**config.mk**
```make
export PLATFORM = sky130hd
export DESIGN_NAME = reg_bank
export DESIGN_NICKNAME = d
export VERILOG_FILES = /design/src/rtl/reg_bank_pkg.sv /design/src/rtl/reg_bank_alu.sv /design/src/rtl/reg_bank.sv
export SDC_FILE = /design/constraint.sdc
export NUM_CORES = 1
export LEC_CHECK = 0
export BUFFER_PORTS_ARGS = -buffer_cell sky130_fd_sc_hd__buf_2
export CORE_ASPECT_RATIO = 1.4
export CORE_UTILIZATION = 60
export DETAILED_ROUTE_END_ITERATION = 12
export PLACE_DENSITY = 0.79
export SETUP_SLACK_MARGIN = 0.4
export SLEW_MARGIN = 10
export SYNTH_ARGS = -nofsm -noshare
export SYNTH_HDL_FRONTEND = slang
export SYNTH_SLANG_ARGS = --single-unit
```
**constraint.sdc**
```tcl
create_clock -name i_clk -period 5.22 [get_ports i_clk]
set_input_delay 1.044 -clock i_clk [delete_from_list [all_inputs] [get_ports i_clk]]
set_output_delay 1.044 -clock i_clk [all_outputs]
set_load 0.02 [all_outputs]
```
**src/rtl/reg_bank_pkg.sv**
```systemverilog
// Shared definitions for the datapath register bank and the control FSM that drives it.
// Holds the write-port operation encodings.
package reg_bank_pkg;

    typedef logic [1:0] op_t;

    localparam op_t OP_LOAD = 2'b00;
    localparam op_t OP_INC  = 2'b01;
    localparam op_t OP_DEC  = 2'b10;
    localparam op_t OP_CLR  = 2'b11;

endpackage

```
**src/rtl/reg_bank_alu.sv**
```systemverilog
// Combinational next-value unit for one register: load, increment, decrement or clear.
// Also flags INC/DEC wrap-around.
module reg_bank_alu
    import reg_bank_pkg::*;
#(
    parameter int unsigned WIDTH = 16
) (
    input  logic [WIDTH-1:0] i_cur,
    input  logic [WIDTH-1:0] i_wdata,
    input  op_t              i_op,
    output logic [WIDTH-1:0] o_nxt,
    output logic             o_wrapped
);

    always_comb begin
        o_nxt     = i_cur;
        o_wrapped = 1'b0;
        case (i_op)
            OP_LOAD: o_nxt = i_wdata;
            OP_INC: begin
                o_nxt     = i_cur + WIDTH'(1);
                o_wrapped = &i_cur;
            end
            OP_DEC: begin
                o_nxt     = i_cur - WIDTH'(1);
                o_wrapped = ~|i_cur;
            end
            OP_CLR:  o_nxt = '0;
            default: o_nxt = i_cur;
        endcase
    end

endmodule

```
**src/rtl/reg_bank.sv**
```systemverilog
// DEPTH x WIDTH register bank with one op-capable write port and two latched read ports.
// Read ports see this edge's write (bypass); every output is a flop.
module reg_bank
    import reg_bank_pkg::*;
#(
    parameter int unsigned WIDTH = 16,
    parameter int unsigned DEPTH = 8,
    localparam int unsigned AW = (DEPTH > 1) ? $clog2(DEPTH) : 1
) (
    input  logic             i_clk,
    input  logic             i_rst,
    input  logic             i_ld,
    input  op_t              i_op,
    input  logic [AW-1:0]    i_waddr,
    input  logic [WIDTH-1:0] i_wdata,
    input  logic             i_t_a,
    input  logic [AW-1:0]    i_raddr_a,
    output logic [WIDTH-1:0] o_out_a,
    output logic             o_zero_a,
    input  logic             i_t_b,
    input  logic [AW-1:0]    i_raddr_b,
    output logic [WIDTH-1:0] o_out_b,
    output logic             o_wrap
);

    logic [WIDTH-1:0] r_regs [DEPTH];
    logic [WIDTH-1:0] r_out_a;
    logic [WIDTH-1:0] r_out_b;
    logic             r_zero_a;
    logic             r_wrap;

    logic [WIDTH-1:0] w_cur;
    logic [WIDTH-1:0] w_rd_a;
    logic [WIDTH-1:0] w_rd_b;
    logic             w_waddr_ok;
    logic             w_wr_en;
    logic [WIDTH-1:0] w_alu_nxt;
    logic             w_alu_wrapped;
    logic [WIDTH-1:0] w_nxt_a;
    logic [WIDTH-1:0] w_nxt_b;

    // Decoding by loop means out-of-range addresses (DEPTH not a power of two) match nothing
    // and naturally read as zero.
    always_comb begin
        w_cur      = '0;
        w_rd_a     = '0;
        w_rd_b     = '0;
        w_waddr_ok = 1'b0;
        for (int i = 0; i < DEPTH; i++) begin
            if (i_waddr == AW'(i)) begin
                w_cur      = r_regs[i];
                w_waddr_ok = 1'b1;
            end
            if (i_raddr_a == AW'(i)) begin
                w_rd_a = r_regs[i];
            end
            if (i_raddr_b == AW'(i)) begin
                w_rd_b = r_regs[i];
            end
        end
    end

    assign w_wr_en = i_ld & w_waddr_ok;

    reg_bank_alu #(
        .WIDTH(WIDTH)
    ) u_alu (
        .i_cur    (w_cur),
        .i_wdata  (i_wdata),
        .i_op     (i_op),
        .o_nxt    (w_alu_nxt),
        .o_wrapped(w_alu_wrapped)
    );

    // A hit implies the read address is in range, since w_wr_en requires a valid waddr.
    always_comb begin
        w_nxt_a = w_rd_a;
        w_nxt_b = w_rd_b;
        if (w_wr_en && (i_waddr == i_raddr_a)) begin
            w_nxt_a = w_alu_nxt;
        end
        if (w_wr_en && (i_waddr == i_raddr_b)) begin
            w_nxt_b = w_alu_nxt;
        end
    end

    always_ff @(posedge i_clk) begin
        if (i_rst) begin
            for (int i = 0; i < DEPTH; i++) begin
                r_regs[i] <= '0;
            end
        end else begin
            for (int i = 0; i < DEPTH; i++) begin
                if (w_wr_en && (i_waddr == AW'(i))) begin
                    r_regs[i] <= w_alu_nxt;
                end
            end
        end
    end

    always_ff @(posedge i_clk) begin
        if (i_rst) begin
            r_out_a  <= '0;
            r_out_b  <= '0;
            r_zero_a <= 1'b1;
            r_wrap   <= 1'b0;
        end else begin
            r_wrap <= w_wr_en & w_alu_wrapped;
            if (i_t_a) begin
                r_out_a  <= w_nxt_a;
                r_zero_a <= (w_nxt_a == '0);
            end
            if (i_t_b) begin
                r_out_b <= w_nxt_b;
            end
        end
    end

    assign o_out_a  = r_out_a;
    assign o_out_b  = r_out_b;
    assign o_zero_a = r_zero_a;
    assign o_wrap   = r_wrap;

endmodule

```
==> metrics.log <==
[metrics] total inserted antenna cells: 0
[metrics] crit path time final: 4.73 ns
[metrics] Area contributors post-synth: sky130_fd_sc_hd__edfxtp_1, sky130_fd_sc_hd__mux4_2, sky130_fd_sc_hd__dfxtp_1, sky130_fd_sc_hd__nor2_1, sky130_fd_sc_hd__mux2i_1
[metrics] aggregate negative setup slack: 0 ns
[metrics] Slew @ Worst Pin: 1.04 ns
[metrics] final weighted congestion of routability-driven global placement: 0.976
[metrics] sinks on the clock net: 162
[metrics] Worst Setup End Kind: flip-flop
[metrics] share of layout cells above drive strength 1: 22.3%
[metrics] max-slew violation total from the final report: 0
[metrics] Avg Vias per Cell: 7.37
[metrics] P per Cell Area: 316 nW/um2
[metrics] post-CTS setup buffer count: 0
[metrics] initial antenna violation count: 0
[metrics] Leakage Power: 4.60 nW
[metrics] Inserted Clock Buffers: 17
[metrics] Routed wire per std cell: 27.7 um
[metrics] headroom to the max-slew limit: 30.7%
[metrics] required time worst endpoint: 5.60 ns
[metrics] async set-reset flop share out of synthesis: 0%
[metrics] Mapped Nets: 1,046
[metrics] DP Wirelength: 24.0 mm
[metrics] global-route wire length before repair: 51.6 mm
[metrics] Peak supply drop: 0.231 mV
[metrics] synthesis-to-finish area growth: 11.3%
[metrics] count of synthesis-stage warnings from yosys: 0
[metrics] num rows: 56
[metrics] post-synthesis cell count: 994
[metrics] kind of critical path: in -> reg
[metrics] share of Yosys cell area claimed by the top area cell type: 37.1%
[metrics] Hold Violations, Final: 0
[metrics] status: completed
[metrics] startpoint type of the worst setup path: input port
[metrics] clock tree from TritonCTS: built
[metrics] worst hold path class: reg -> reg
[metrics] Design Power: 3.64 mW
[metrics] Crit Path Max Fanout: 20
[metrics] final clock skew: 0.00786 ns
[metrics] synthesized flop and latch total: 162
[metrics] 1st-pass router iterations: 6
[metrics] arrival time at the worst endpoint: 5.11 ns
[metrics] count of flip-flops with a built-in enable after synthesis: 128
[metrics] DRC Markers: 0
[metrics] count of maximum capacitance violations: 0
[metrics] RSZ-0062 raised after global routing: no
[metrics] Clock Latency Late Sink: 0.44 ns
[metrics] H-tree Lvls: 4
[metrics] top-level I/O count: 66
[metrics] Routed Antenna Nets: 0
[metrics] count of vias placed by the detailed router: 9,251
[metrics] Tcrit/Tclk final: 90.7%
[metrics] Post-synth top flop: sky130_fd_sc_hd__edfxtp_1
[metrics] Die Width: 113 um
[metrics] cell type contributing the most total cell area after synthesis: sky130_fd_sc_hd__edfxtp_1
[metrics] total standard cell area after synthesis: 10,300 um2
[metrics] highest achievable clock rate: 211 MHz
[metrics] total detailed-routing wirelength: 34.8 mm
[metrics] number of buffers inserted for hold repair after clock tree synthesis: 0
[metrics] sequential element share of the synthesized area: 43.7%
[metrics] vertical die dimension: 157 um
[metrics] Port Buffer Count: 65
[metrics] floorplan die area: 17,800 um2
[metrics] overall track demand over capacity in global routing: 40.4%
[metrics] GR Overflow Total: 0
[metrics] starting density of the core: 61.5%
[metrics] Reg clk slew, reported paths: 0.06 ns
[metrics] Post-layout nets: 1,092
[metrics] number of distinct standard cells referenced by the synthesized netlist: 81
[metrics] clock root cell: sky130_fd_sc_hd__clkbuf_16
[metrics] vias in the first global route: 8,786
[metrics] initial DRC count: 1,451
[metrics] CORE AREA: 16,800 um2
[metrics] quantity of gates resized following cts: 0
[metrics] buffer levels on the longest clock path: 2
[metrics] final setup fails: 0
[metrics] post-synthesis area per instance: 10.4 um2
[metrics] largest net degree at the start of global routing: 42
kinds of logic after synthesis:
| logic type | count (synthesis) | share of synthesized area [%] |
|---|---|---|
| compound gates | 215 | 14.6 |
| buf+inv | 118 | 4.57 |
| xor+xnor | 11 | 0.931 |
| mux | 120 | 18.4 |
| simple gates | 348 | 15.3 |
| flops | 162 | 43.7 |
| fa+ha+maj | 20 | 2.49 |
worst paths after layout:
kind | from | to | slack [ns] | cells past startpoint
worst max register to register | r_regs[0][9] | o_zero_a | 1.14 | 13
worst min-delay path | o_out_b[13] | o_out_b[13] | 0.46 | 2
worst max-delay path | i_waddr[1] | o_zero_a | 0.49 | 15
worst min register to register | o_out_b[13] | o_out_b[13] | 0.46 | 2
placed cells by master (no fill, tap or decap), types with 6 or more instances in the layout:
| master | n |
|---|---|
| sky130_fd_sc_hd__clkbuf_16 | 17 |
| sky130_fd_sc_hd__mux4_2 | 53 |
| sky130_fd_sc_hd__a22oi_1 | 16 |
| sky130_fd_sc_hd__a211oi_1 | 12 |
| sky130_fd_sc_hd__ha_1 | 19 |
| sky130_fd_sc_hd__xnor2_1 | 9 |
| sky130_fd_sc_hd__dfxtp_1 | 34 |
| sky130_fd_sc_hd__o211ai_1 | 11 |
| sky130_fd_sc_hd__nor4_1 | 6 |
| sky130_fd_sc_hd__nand3_1 | 26 |
| sky130_fd_sc_hd__nor2b_1 | 12 |
| sky130_fd_sc_hd__nand2b_1 | 6 |
| sky130_fd_sc_hd__a21oi_1 | 47 |
| sky130_fd_sc_hd__and3_1 | 8 |
| sky130_fd_sc_hd__o22ai_1 | 11 |
| sky130_fd_sc_hd__a221oi_1 | 16 |
| sky130_fd_sc_hd__mux2_2 | 24 |
| sky130_fd_sc_hd__a31oi_1 | 12 |
| sky130_fd_sc_hd__or2_2 | 10 |
| sky130_fd_sc_hd__inv_1 | 39 |
| sky130_fd_sc_hd__nand4_1 | 7 |
| sky130_fd_sc_hd__buf_4 | 35 |
| sky130_fd_sc_hd__nand2_1 | 76 |
| sky130_fd_sc_hd__edfxtp_1 | 128 |
| sky130_fd_sc_hd__a221o_1 | 6 |
| sky130_fd_sc_hd__nor2_1 | 155 |
| sky130_fd_sc_hd__o21ai_0 | 35 |
| sky130_fd_sc_hd__mux2i_1 | 41 |
| sky130_fd_sc_hd__buf_2 | 65 |
| sky130_fd_sc_hd__nor3_1 | 15 |
| sky130_fd_sc_hd__inv_6 | 6 |
layer usage:
metal  vias up  routed length [um]  GRT usage [%]  share of wire (%)
met2       873               16100           64.7                 46
met4         0                2670           28.9                7.7
li1       3852                   -              -                  -
met3       222                4890           11.2                 14
met1      4304               11100           46.9                 32
met5         -                   0          0.870                  0
cell usage after synthesis (10+ instances only):
| cell type | number |
|---|---|
| sky130_fd_sc_hd__nand3_1 | 26 |
| sky130_fd_sc_hd__a31oi_1 | 12 |
| sky130_fd_sc_hd__dfxtp_1 | 34 |
| sky130_fd_sc_hd__o211ai_1 | 11 |
| sky130_fd_sc_hd__a21oi_1 | 47 |
| sky130_fd_sc_hd__mux2i_1 | 41 |
| sky130_fd_sc_hd__nor3_1 | 15 |
| sky130_fd_sc_hd__a211oi_1 | 12 |
| sky130_fd_sc_hd__clkbuf_1 | 56 |
| sky130_fd_sc_hd__a22oi_1 | 16 |
| sky130_fd_sc_hd__nor2b_1 | 12 |
| sky130_fd_sc_hd__or2_2 | 10 |
| sky130_fd_sc_hd__a221oi_1 | 16 |
| sky130_fd_sc_hd__edfxtp_1 | 128 |
| sky130_fd_sc_hd__o22ai_1 | 11 |
| sky130_fd_sc_hd__o21ai_0 | 35 |
| sky130_fd_sc_hd__nand2_1 | 76 |
| sky130_fd_sc_hd__inv_1 | 39 |
| sky130_fd_sc_hd__mux2_2 | 24 |
| sky130_fd_sc_hd__nor2_1 | 155 |
| sky130_fd_sc_hd__ha_1 | 19 |
| sky130_fd_sc_hd__mux4_2 | 53 |
where the power goes:
part           internal, mW  switching (mW)
Combinational         0.299           0.512
Clock                 0.721           0.560
Sequential             1.48          0.0621
Total                  2.50            1.13
state kept, by name, indices dropped and copies added, names as in the netlist:
name / count
r_regs: 128
o_out_b: 16
o_wrap: 1
o_zero_a: 1
o_out_a: 16
area by class of cell:
cell class              instances  area [um2]
multi-input cells             714        5350
fillers                      1225        5300
flip-flops and latches        162        4520
repair buffers                102         628
clock buffers                  17         425
well taps                     203         254
clock inverters                14         169
inverters                      43         161
worst max-delay path, cell delays in order:
cell,delay (ns)
sky130_fd_sc_hd__buf_2,0.40
sky130_fd_sc_hd__buf_12,0.23
sky130_fd_sc_hd__mux4_2,0.31
sky130_fd_sc_hd__mux2i_1,0.37
sky130_fd_sc_hd__inv_1,0.09
sky130_fd_sc_hd__ha_1,0.37
sky130_fd_sc_hd__a21o_1,0.23
sky130_fd_sc_hd__or4_1,0.44
sky130_fd_sc_hd__nor3_1,0.30
sky130_fd_sc_hd__o31ai_1,0.16
sky130_fd_sc_hd__xor2_1,0.16
sky130_fd_sc_hd__a22oi_1,0.31
sky130_fd_sc_hd__a21oi_1,0.17
sky130_fd_sc_hd__nor4_1,0.30
sky130_fd_sc_hd__a41o_1,0.20
stage by stage:
step / utilization (%) / area (um2) / setup slack (ns) / std cells / hold slack [ns]
after floorplan: - / 10300 / 0.640 / 994 / 0.530
after global placement: 64.9 / 10900 / 0.185 / 1224 / 0.441
after detailed placement: 64.9 / 10900 / 0.176 / 1224 / 0.450
after CTS: 68.5 / 11500 / 0.592 / 1255 / 0.459
after global routing: 68.5 / 11500 / 0.402 / 1255 / 0.479
final: 68.5 / 11500 / 0.486 / 1255 / 0.461
Note: power is estimated with default switching activity, not from simulation.
